`config.mk`:
```
export PLATFORM = sky130hd
export DESIGN_NAME = tlb_ptw
export DESIGN_NICKNAME = d
export VERILOG_FILES = /design/src/rtl/tlb_ptw.sv
export SDC_FILE = /design/constraint.sdc
export NUM_CORES = 1
export LEC_CHECK = 0
export BUFFER_PORTS_ARGS = -buffer_cell sky130_fd_sc_hd__buf_4
export CAP_MARGIN = 20
export CELL_PAD_IN_SITES_DETAIL_PLACEMENT = 0
export CELL_PAD_IN_SITES_GLOBAL_PLACEMENT = 1
export CORE_MARGIN = 2
export CORE_UTILIZATION = 30
export CTS_BUF_LIST = sky130_fd_sc_hd__clkbuf_8
export DETAILED_ROUTE_END_ITERATION = 7
export GPL_TIMING_DRIVEN = 0
export PLACE_DENSITY = 0.78
export SETUP_SLACK_MARGIN = 0.2
export SYNTH_ARGS = -nofsm -noshare
export SYNTH_HDL_FRONTEND = slang
export SYNTH_SLANG_ARGS = --single-unit
```
`constraint.sdc`:
```
create_clock -name clk -period 4.9 [get_ports clk]
set_clock_uncertainty 0.1 [all_clocks]
set_input_delay 0.245 -clock clk [delete_from_list [all_inputs] [get_ports clk]]
set_output_delay 0.245 -clock clk [all_outputs]
set_load 0.02 [all_outputs]
```
`src/rtl/tlb_ptw.sv`:
```
// tlb_ptw: Sv32 hardware page-table walker for a single TLB bank.
//
// Takes one missing VPN at a time from the TLB miss port, walks the two-level
// Sv32 page table through a single-outstanding memory read port, and either
// installs the VPN->PPN pair on the TLB update port or pulses a page fault.
//
// Ports:
//   clk, reset              clock; synchronous active-high reset
//   satp_ppn                root page-table PPN, sampled when a miss is accepted
//   tlb_miss_*              miss request (valid/ready, vpn)
//   mem_req_*               PTE read request (valid/ready, byte address, tag = 0)
//   mem_rsp_*               PTE read response (valid, data); ready is always 1
//   tlb_update_*            translation result (valid/ready, vpn, 4 KB ppn)
//   fault_valid, fault_vpn  one-cycle fault pulse; fault_vpn holds until the next fault
//
// Optional feature (macro PTW_LAST_XLAT_EN): a one-entry last-translation
// register lets a repeated miss skip the walk and go straight to UPDATE.
module tlb_ptw #(
    parameter int XLEN          = 32,
    parameter int LEVELS        = 2,
    parameter int VPN_SEG_BITS  = 10,
    parameter int PTE_BYTES     = 4,
    parameter int MEM_TAG_WIDTH = 1
) (
    input  logic                     clk,
    input  logic                     reset,
    input  logic [19:0]              satp_ppn,
    input  logic                     tlb_miss_valid,
    input  logic [19:0]              tlb_miss_vpn,
    output logic                     tlb_miss_ready,
    output logic                     mem_req_valid,
    output logic [31:0]              mem_req_addr,
    output logic [MEM_TAG_WIDTH-1:0] mem_req_tag,
    input  logic                     mem_req_ready,
    input  logic                     mem_rsp_valid,
    input  logic [31:0]              mem_rsp_data,
    output logic                     mem_rsp_ready,
    output logic                     tlb_update_valid,
    output logic [19:0]              tlb_update_vpn,
    output logic [19:0]              tlb_update_ppn,
    input  logic                     tlb_update_ready,
    output logic                     fault_valid,
    output logic [19:0]              fault_vpn
);

    // Only the Sv32 geometry is supported; anything else is a build error.
    generate
        if (XLEN != 32 || LEVELS != 2 || VPN_SEG_BITS != 10) begin : g_cfg_check
            $error("tlb_ptw supports Sv32 only (XLEN=32, LEVELS=2, VPN_SEG_BITS=10)");
        end
    endgenerate

    localparam logic [31:0] PTE_BYTES_W = PTE_BYTES;

    typedef enum logic [2:0] {
        S_IDLE,
        S_REQ,
        S_WAIT,
        S_UPDATE,
        S_FAULT
    } state_t;

    state_t      state_q, state_d;
    logic [19:0] vpn_q, vpn_d;
    logic [19:0] base_q, base_d;
    logic [19:0] ppn_q, ppn_d;
    logic [19:0] fault_vpn_q, fault_vpn_d;
    logic        level_q, level_d;

    // PTE fields, decoded combinationally from the response bus.
    logic                    pte_v, pte_r, pte_w, pte_x;
    logic [11:0]             pte_ppn1;
    logic [9:0]              pte_ppn0;
    logic [VPN_SEG_BITS-1:0] seg;
    logic                    unused_pte;

    assign pte_v    = mem_rsp_data[0];
    assign pte_r    = mem_rsp_data[1];
    assign pte_w    = mem_rsp_data[2];
    assign pte_x    = mem_rsp_data[3];
    assign pte_ppn1 = mem_rsp_data[31:20];
    assign pte_ppn0 = mem_rsp_data[19:10];

    // Physical addresses are 32-bit, so ppn1[11:10] can never be used; the
    // flag/software bits are irrelevant to the walk itself.
    assign unused_pte = ^{mem_rsp_data[9:4], pte_ppn1[11:10]};

    // VPN segment indexing the table at the current level.
    assign seg = level_q ? vpn_q[2*VPN_SEG_BITS-1:VPN_SEG_BITS] : vpn_q[VPN_SEG_BITS-1:0];

    assign mem_req_addr   = {base_q, 12'h000} + (32'(seg) * PTE_BYTES_W);
    assign mem_req_tag    = '0;
    assign mem_rsp_ready  = 1'b1;
    assign tlb_update_vpn = vpn_q;
    assign tlb_update_ppn = ppn_q;
    assign fault_vpn      = fault_vpn_q;

`ifdef PTW_LAST_XLAT_EN
    logic        cache_valid_q, cache_valid_d;
    logic [19:0] cache_vpn_q, cache_vpn_d;
    logic [19:0] cache_ppn_q, cache_ppn_d;

    // Remember the last installed translation; any fault drops it.
    always_comb begin
        cache_valid_d = cache_valid_q;
        cache_vpn_d   = cache_vpn_q;
        cache_ppn_d   = cache_ppn_q;
        if (state_q == S_UPDATE && tlb_update_ready) begin
            cache_valid_d = 1'b1;
            cache_vpn_d   = vpn_q;
            cache_ppn_d   = ppn_q;
        end else if (state_q == S_FAULT) begin
            cache_valid_d = 1'b0;
        end
    end

    always_ff @(posedge clk) begin
        if (reset) begin
            cache_valid_q <= 1'b0;
            cache_vpn_q   <= '0;
            cache_ppn_q   <= '0;
        end else begin
            cache_valid_q <= cache_valid_d;
            cache_vpn_q   <= cache_vpn_d;
            cache_ppn_q   <= cache_ppn_d;
        end
    end
`endif

    // Walk sequencing and handshake outputs.
    always_comb begin
        logic go_fault;
        state_d          = state_q;
        vpn_d            = vpn_q;
        base_d           = base_q;
        ppn_d            = ppn_q;
        level_d          = level_q;
        fault_vpn_d      = fault_vpn_q;
        tlb_miss_ready   = 1'b0;
        mem_req_valid    = 1'b0;
        tlb_update_valid = 1'b0;
        fault_valid      = 1'b0;
        go_fault         = 1'b0;

        case (state_q)
            S_IDLE: begin
                tlb_miss_ready = 1'b1;
                if (tlb_miss_valid) begin
                    vpn_d   = tlb_miss_vpn;
                    base_d  = satp_ppn;
                    level_d = 1'b1;
                    state_d = S_REQ;
`ifdef PTW_LAST_XLAT_EN
                    if (cache_valid_q && cache_vpn_q == tlb_miss_vpn) begin
                        ppn_d   = cache_ppn_q;
                        state_d = S_UPDATE;
                    end
`endif
                end
            end

            S_REQ: begin
                mem_req_valid = 1'b1;
                if (mem_req_ready) begin
                    state_d = S_WAIT;
                end
            end

            S_WAIT: begin
                if (mem_rsp_valid) begin
                    if (!pte_v || (!pte_r && pte_w)) begin
                        go_fault = 1'b1;
                    end else if (pte_r || pte_x) begin
                        if (level_q) begin
                            // A level-1 leaf is a 4 MB superpage and must be aligned.
                            if (pte_ppn0 != 10'd0) begin
                                go_fault = 1'b1;
                            end else begin
                                ppn_d   = {pte_ppn1[9:0], vpn_q[9:0]};
                                state_d = S_UPDATE;
                            end
                        end else begin
                            ppn_d   = {pte_ppn1[9:0], pte_ppn0};
                            state_d = S_UPDATE;
                        end
                    end else if (level_q) begin
                        base_d  = {pte_ppn1[9:0], pte_ppn0};
                        level_d = 1'b0;
                        state_d = S_REQ;
                    end else begin
                        go_fault = 1'b1;
                    end
                end
            end

            S_UPDATE: begin
                tlb_update_valid = 1'b1;
                if (tlb_update_ready) begin
                    state_d = S_IDLE;
                end
            end

            S_FAULT: begin
                fault_valid = 1'b1;
                state_d     = S_IDLE;
            end

            default: begin
                state_d = S_IDLE;
            end
        endcase

        // fault_vpn is loaded on entry so it is already valid during the pulse.
        if (go_fault) begin
            state_d     = S_FAULT;
            fault_vpn_d = vpn_q;
        end
    end

    always_ff @(posedge clk) begin
        if (reset) begin
            state_q     <= S_IDLE;
            vpn_q       <= '0;
            base_q      <= '0;
            ppn_q       <= '0;
            level_q     <= 1'b1;
            fault_vpn_q <= '0;
        end else begin
            state_q     <= state_d;
            vpn_q       <= vpn_d;
            base_q      <= base_d;
            ppn_q       <= ppn_d;
            level_q     <= level_d;
            fault_vpn_q <= fault_vpn_d;
        end
    end

endmodule

```
# == Yosys cells after proc, flatten, opt, wreduce, memory -nomap -nowiden ==
# Cells that the tools add are included.
# op_classes
n_addsub,1
n_mul,0
div_mod_pow,0
magnitude_cmp,0
n_eq_ne,21
n_shift,0
n_mux,36
bitwise_logic,1
n_reduce_logical,15
# op_table
cell,n
two-way mux 20 bit,7
one-hot mux 20 bit (2 select lines),1
adder 32 x 12 -> 32 bit,1
two-way mux 3 bit,10
inequality test 3 bit (second input constant),6
inequality test 2 bit (second input constant),8
two-way mux 1 bit,15
AND reduction 7 bit,2
one-hot mux 3 bit (4 select lines),1
two-way mux 10 bit,1
AND reduction 5 bit,2
nonzero test 10 bit,1
inequality test 4 bit (second input constant),2
== test 3 x 2 -> 1 bit (second input constant),2
AND reduction 6 bit,1
inequality test 5 bit (second input constant),1
== test 3 x 1 -> 1 bit (second input constant),1
== test 3 bit (second input constant),1
zero test 3 bit,1
zero test 1 bit,2
logical OR 1 bit,2
one-hot mux 1 bit (2 select lines),1
AND reduction 2 bit,1
nonzero test 2 bit,1
other kinds (3),3
# totals
reg_bits,84
latchBits,0
ramBits,0
rom_bits,0
inputBits,78
out_inout_bits,98
mem_count,0

# == Longest topological paths before layout ==
# Gate-level depths: netlist of run 1.
# depth
word_depth,9
depth_mapped,8

# == Least setup slack after synthesis of run 1 ==
# Ideal clock, no wire load.
# synth_timing
kind,reg2reg
from,register state_q[2]
to,register ppn_q[10] (netlist: tlb_update_ppn[10])
setup_time_ns,0.128
arrival_ns,1.733
path_slack_ns,2.939
path_stages_with_launch,9
path_buffers,3
period_less_slack_ns,1.961
path_cell_list,dfxtp_1 buf_2 or3b_1 buf_4 nor2_4 nor4b_4 buf_6 mux2i_1 nor2_1
# synth_between
elab_chain_cells,2
# synth_lines
element,line,rtl
from (decl),63,"state_t state_q, state_d;"
from (signal assigned),229,state_q <= state_d;
== test 3 x 2 -> 1 bit,145,case (state_q)
AND reduction 5 bit (no line),n/a,
to (signal assigned),232,ppn_q <= ppn_d;
to (decl),66,"logic [19:0] ppn_q, ppn_d;"
# No other way between the ends.
# A chain may end at the register's enable or synchronous reset.

# == Worst setup path in the final report of run 1 ==
# layout_timing
from,register state_q[2]
to,register base_q[14]
# layout_between
elab_chain_cells,3
word_cells_on_any_way,10
classes_between,eq/ne: 6; mux: 1; reduce/logical: 3
# layout_lines
element,line,rtl
== test 3 x 2 -> 1 bit or zero test 3 bit (tied branches),145,
inequality test 2 bit (no line) or nonzero test 2 bit (tied branches),n/a,
AND reduction 6 bit (no line),n/a,
to (signal assigned),231,base_q <= base_d;
to (decl),65,"logic [19:0] base_q, base_d;"
# Parallel ways exist; a longest one is shown, timed or not.

==> flow_summary.yaml, run 1 <==
power_and_ir_drop:
  leakagePower_nw: 2.53
  switching_share_pct: 37.8
  p_per_area_nw_per_um2: 448
  combPwrFrac_pct: 40.3
  p_clk_share_pct: 22.1
  net-switching-power_uw: 892
  p_seq_share_pct: 37.5
  ir_drop_uv: 151
  internal_power_mw: 1.46
timing:
  maxSlewHeadroom_pct: 41.6
  worst_pin_slew_ns: 0.864
  finalCriticalPeriod_ns: 2.44
  rsz0062_at_grt: "false"
  setup_slack_ns: 2.46
  finalCritPeriodShare_pct: 49.8
  maxSlewViolCount: 0
  fmax_mhz: 410
  setup_viol: 0
  hold_violations: 0
  setup_tns_ns: 0
yosys:
  synth-seq-area-share_pct: 46.2
  synth-adder-area-share_pct: 0
  synth-compound-area-share_pct: 13.1
  synth_top_family_by_area: "multiplexers"
  synth_xor_area_share_pct: 0
  syn_area_sq_um: 3640
  avgSynthCellArea_sq_um: 9.47
  ys_warn_count: 0
  muxShareOfSynthArea_pct: 19.9
  synth-simple-area-share_pct: 15.5
  synth-seq-cells: 84
  ys_types: 37
  postSynthCellCount: 384
worst_setup_path:
  timing.reg2reg.setup_slack_ns: 2.46
  crit_path_start: "state_q[2]"
  cpPeakStageDelay_ns: 0.78
  path_buf_inv: 2
  required_ns: 5.01
  worst_setup_path_end_kind: "flip-flop"
  worstPathMaxFanout: 10
  cp.arrival_ns: 2.55
  path_delay_family: "simple AND/OR/NAND/NOR gates"
  cpMaxStageDelayCell: "nor4b_1"
  start_kind: "flip-flop"
  rr_startpoint: "state_q[2]"
  setup.worst_path.class: "reg -> reg"
  path_cells: "buf_2 -> nor4b_1 -> a31oi_1 -> a21oi_1 -> clkbuf_1 -> a211oi_1"
placed_design:
  pre_cts_slack_ns: 2.38
  port_buffers: 162
  place_hpwl_mm: 8.98
  place_congestion: 0.804
cells_and_area:
  n_antenna_cell: 0
  mostFrequentLayoutCells: "buf_4 (170), dfxtp_1 (84), nor2_1 (67)"
  final_core_util_pct: 44.1
  layout_commonest_cell: "buf_4"
  nFillCells: 1188
  fin_nets: 637
  drive_gt1_share_pct: 38.7
  area_growth_pct: 44.5
cts:
  cts_buffers: 9
  clk_pin_slew_ns: 0.09
  post_cts_resized: 0
  clockRootBuffer: "clkbuf_8"
  cts_hold_buf: 0
  htree_levels: 3
  cts.path.max_buffers: 2
  clock_latency_ns: 0.36
  cts_sinks: 84
  cts_tree: "done"
  cts_setup_buffers: 0
route:
  totalWireLength_mm: 11.5
  wire_per_inst_um: 16.2
  viasPerCell: 4.70
  vias: 3344
  ant_nets: 0
  drt_iter0_drc: 158
  drc_errors: 0
  firstDrtPassIters: 4
global_route:
  grt-ovfl-total: 0
  grt_pass1_vias: 3212
  grtUsageTotal_pct: 17.6
  grt_max_degree: 15
  antenna_found_initial: 0
  grt_pass1_wl_mm: 17.5
die:
  fp.dieW_um: 114
  dieArea_sq_um: 13000
  io_pins: 176
  die_h_um: 114
  core_area_sq_um: 11900
  start_util_pct: 30.5
  rows: 40
worst_hold_path:
  hp-start: "tlb_miss_vpn[9]"
  hp-class: "in -> reg"
job:
  maxCapViolCount: 0
outcome:
  status: "complete, no violations"
-- layer usage --
layer | GRT usage (%) | vias to the layer above | routed length (um)
met2 | 28.5 | 100 | 5620
met5 | 0 | - | 0
met4 | 6.99 | 0 | 244
li1 | - | 1671 | -
met3 | 3.71 | 16 | 628
met1 | 23.1 | 1557 | 5050
-- synthesized netlist by cell type, drive strengths merged --
cell | n | area [sq um]
dfxtp | 84 | 1680
nor2 | 68 | 263
mux2i | 61 | 611
nand2 | 43 | 161
a211oi | 31 | 283
a21oi | 21 | 105
clkbuf | 18 | 67.6
buf | 15 | 100
mux2 | 10 | 113
inv | 4 | 15.0
a2111oi | 3 | 33.8
nor3 | 3 | 15.0
nor4 | 3 | 18.8
a31oi | 2 | 12.5
conb | 2 | 7.51
nor3b | 2 | 20.0
nor4b | 2 | 32.5
o21ai | 2 | 10.0
a311oi | 1 | 8.76
and2 | 1 | 6.26
and3b | 1 | 8.76
and4b | 1 | 10.0
nand3b | 1 | 7.51
nor2b | 1 | 6.26
o211ai | 1 | 7.51
o311ai | 1 | 16.3
or2 | 1 | 6.26
or3b | 1 | 8.76
-- per-stage QoR --
| step | area [sq um] | hold slack (ns) | total power [mW] | instances |
|---|---|---|---|---|
| 4_1_cts | 5260 | 0.00860 | 2.38 | 711 |
| 2_1_floorplan | 3640 | 0.281 | 1.48 | 386 |
| 6_report | 5260 | 0.0229 | 2.36 | 711 |
| 5_1_grt | 5260 | 0.0137 | 2.50 | 711 |
| 3_5_place_dp | 5040 | 0.377 | 1.86 | 695 |
| 3_3_place_gp | 5040 | 0.373 | 1.84 | 695 |
-- worst reg2reg max path, delay by kind of cell (launching register included) --
family / cells / cell delay, ns
AOI/OAI and AO/OA: 3 / 0.52
buffers and inverters: 2 / 0.58
and+or+nand+nor: 1 / 0.78
DFF: 1 / 0.31
-- final cells by class --
class / count / area (sq um) / share of cell area (%)
multi-input cells: 265 / 1780 / 33.9
flip-flops and latches: 84 / 1680 / 32.0
repair buffers: 162 / 1220 / 23.1
well taps: 147 / 184 / 3.50
plain buffers: 33 / 168 / 3.19
clock buffers: 11 / 151 / 2.88
clock inverters: 5 / 60.1 / 1.14
inverters: 4 / 15.0 / 0.286
-- registers in the layout, summed over array words and instances (netlist names) --
signal          count
tlb_update_vpn     20
tlb_update_ppn     20
level_q             1
fault_vpn          20
base_q             20
state_q             3
-- worst paths after layout --
path | endpoint | cells after the start
worst max-delay path | base_q[14] | 6
worst min-delay path | tlb_update_vpn[9] | 3
worst max register to register | base_q[14] | 6
worst min register to register | tlb_update_vpn[16] | 2
-- power by group through the flow --
stage | sequential, mW | combinational (mW) | clock, mW
CTS | 0.887 | 0.956 | 0.536
finish | 0.884 | 0.950 | 0.522
detailed placement | 0.904 | 0.953 | 0
floorplan | 0.999 | 0.483 | 0
global route | 0.902 | 1.03 | 0.566
global placement | 0.899 | 0.944 | 0
-- logic make-up (layout without fill, tap and decap cells) --
group,after synthesis,count (layout)
simple gates,128,128
flops,84,84
mux,71,71
compound gates,62,62
buf+inv,37,215
other cells,2,4
(Power assumes the default switching activity.)
==> inputs of run 2 (changes only) <==
PLACE_DENSITY = 0.81   (was 0.78)
clock period = 2 ns   (was 4.9 ns; I/O delays follow)
==> flow_summary.yaml, run 2 (synthesis gave the netlist of run 1 again) <==
route:
  viasPerCell: 4.81
  drc_errors: 0
  vias: 3787
  firstDrtPassIters: 4
  ant_nets: 0
  totalWireLength_mm: 13.7
  wire_per_inst_um: 17.3
  drt_iter0_drc: 127
placed_design:
  port_buffers: 162
  place_hpwl_mm: 9.15
  dpl.cell_count: 695
  pre_cts_slack_ns: -0.510
  place_congestion: 0.837
die:
  start_util_pct: 30.5
  rows: 40
  io_pins: 176
  fp.dieW_um: 114
  dieArea_sq_um: 13000
  die_h_um: 114
  core_area_sq_um: 11900
worst_hold_path:
  hp-class: "in -> reg"
cts:
  cts_buffers: 9
  cts_sinks: 84
  clockRootBuffer: "clkbuf_8"
  clk_pin_slew_ns: 0.09
  cts_tree: "done"
  htree_levels: 3
  clock_latency_ns: 0.35
  cts.path.max_buffers: 2
timing:
  finalCriticalPeriod_ns: 2.01
  setup_slack_ns: -0.0103
  worst_pin_slew_ns: 0.817
  finalCritPeriodShare_pct: 101
  fmax_mhz: 497
  setup_tns_ns: -0.0103
  maxSlewHeadroom_pct: 45.5
  maxSlewViolCount: 0
  rsz0062_at_grt: "true"
  setup_viol: 1
  hold_violations: 0
cells_and_area:
  fin_cells: 788
  layout_commonest_cell: "buf_4"
  area_growth_pct: 77.0
  mostFrequentLayoutCells: "buf_4 (183), dfxtp_1 (81), mux2i_1 (60)"
  n_antenna_cell: 0
  drive_gt1_share_pct: 47.0
  fin_nets: 714
  final_core_util_pct: 54.0
worst_setup_path:
  cpPeakStageDelay_ns: 0.35
  worst_setup_path_end_kind: "flip-flop"
  start_kind: "flip-flop"
  cpMaxStageDelayCell: "or3b_1"
  cpMostUsedCell: "buf_6"
  cp.arrival_ns: 2.13
  setup.worst_path.class: "reg -> reg"
  worstPathMaxFanout: 5
  path_cells: "buf_6 -> or3b_1 -> buf_6 -> nor2_4 -> nor4b_4 -> buf_6 -> buf_6 -> mux2i_1 -> nor2_1"
  required_ns: 2.12
outcome:
  status: "finished, violations left"
  violations: "negative setup slack"
power_and_ir_drop:
  p_seq_share_pct: 32.0
  p_clk_share_pct: 18.4
  finalPower_mw: 6.92
  net-switching-power_mw: 2.62
  leakagePower_nw: 3.04
  internal_power_mw: 4.31
  ir_drop_uv: 520
  switching_share_pct: 37.8
  p_per_area_nw_per_um2: 1080
  combPwrFrac_pct: 49.6
global_route:
  grt-ovfl-total: 0
  antenna_found_initial: 0
  grt_pass1_vias: 3808
  grt_pass1_wl_mm: 20.0
  grt_max_degree: 15
  grtUsageTotal_pct: 19.9
job:
  maxCapViolCount: 0
==> run 2: cell types whose count changed in the layout (fill, tap and decap cells not counted), moves of 9 or more <==
cell,change
dlygate4sd3_1,+46
a211oi_1,-20
a211oi_2,+19
buf_6,+15
nor2_1,-15
buf_4,+13
nor2_2,+10
buf_8,+9
==> run 2: cell type report <==
cell class | instances | area [sq um]
fillers | 1085 | 5480
repair buffers | 239 | 2030
multi-input cells | 265 | 2010
flip-flops and latches | 84 | 1690
plain buffers | 33 | 295
well taps | 147 | 184
clock buffers | 11 | 151
clock inverters | 5 | 60.1
inverters | 4 | 15.0
==> run 2: repair_timing <==
item | in CTS | in global routing
pin swaps | 8 | 27
cloned | 3 | 4
buffers inserted | 13 | 11
gates resized for setup | 34 | 87
endpoints found under the hold margin | 44 | 0
hold buffers | 46 | 0
endpoints found under the setup margin | 92 | 89
==> run 2: layer usage <==
layer	wire length [um]	share of wire, %	vias up	global-route usage [%]
met3	747	5.5	24	4.82
met5	0	0	-	0
met1	5980	44	1805	24.9
met4	325	2.4	0	7.15
met2	6610	48	127	33.4
li1	-	-	1831	-
==> run 2: metrics by stage <==
stage	cell area, sq um	hold WS, ns
2_1_floorplan	3650	0.136
3_3_place_gp	5050	0.248
3_5_place_dp	5050	0.257
4_1_cts	5970	0.0000316
5_1_grt	6430	0.0187
6_report	6430	0.0294
==> run 2: worst max-delay path: cells and delay by family, from the launching register on <==
family / cells / cell delay, ns
and+or+nand+nor: 4 / 0.70
muxes: 1 / 0.21
DFF: 1 / 0.32
buffers and inverters: 4 / 0.54
==> run 2: final timing paths <==
check             slack (ns)                 end  depth (start not counted)                from
setup / recovery       -0.01  tlb_update_ppn[13]                          9          state_q[2]
hold / removal          0.03   tlb_update_ppn[8]                          3    mem_rsp_data[18]
setup reg to reg       -0.01  tlb_update_ppn[13]                          9          state_q[2]
hold reg to reg         0.40  tlb_update_vpn[15]                          2  tlb_update_vpn[15]
==> run 2: power groups by stage <==
stage                     sequential, mW  clock (mW)  combinational (mW)
after floorplan                     2.45           0                1.20
after global placement              2.21           0                2.31
after detailed placement            2.22           0                2.36
after CTS                           2.20        1.31                2.65
after global routing                2.25        1.39                3.64
final                               2.21        1.27                3.44
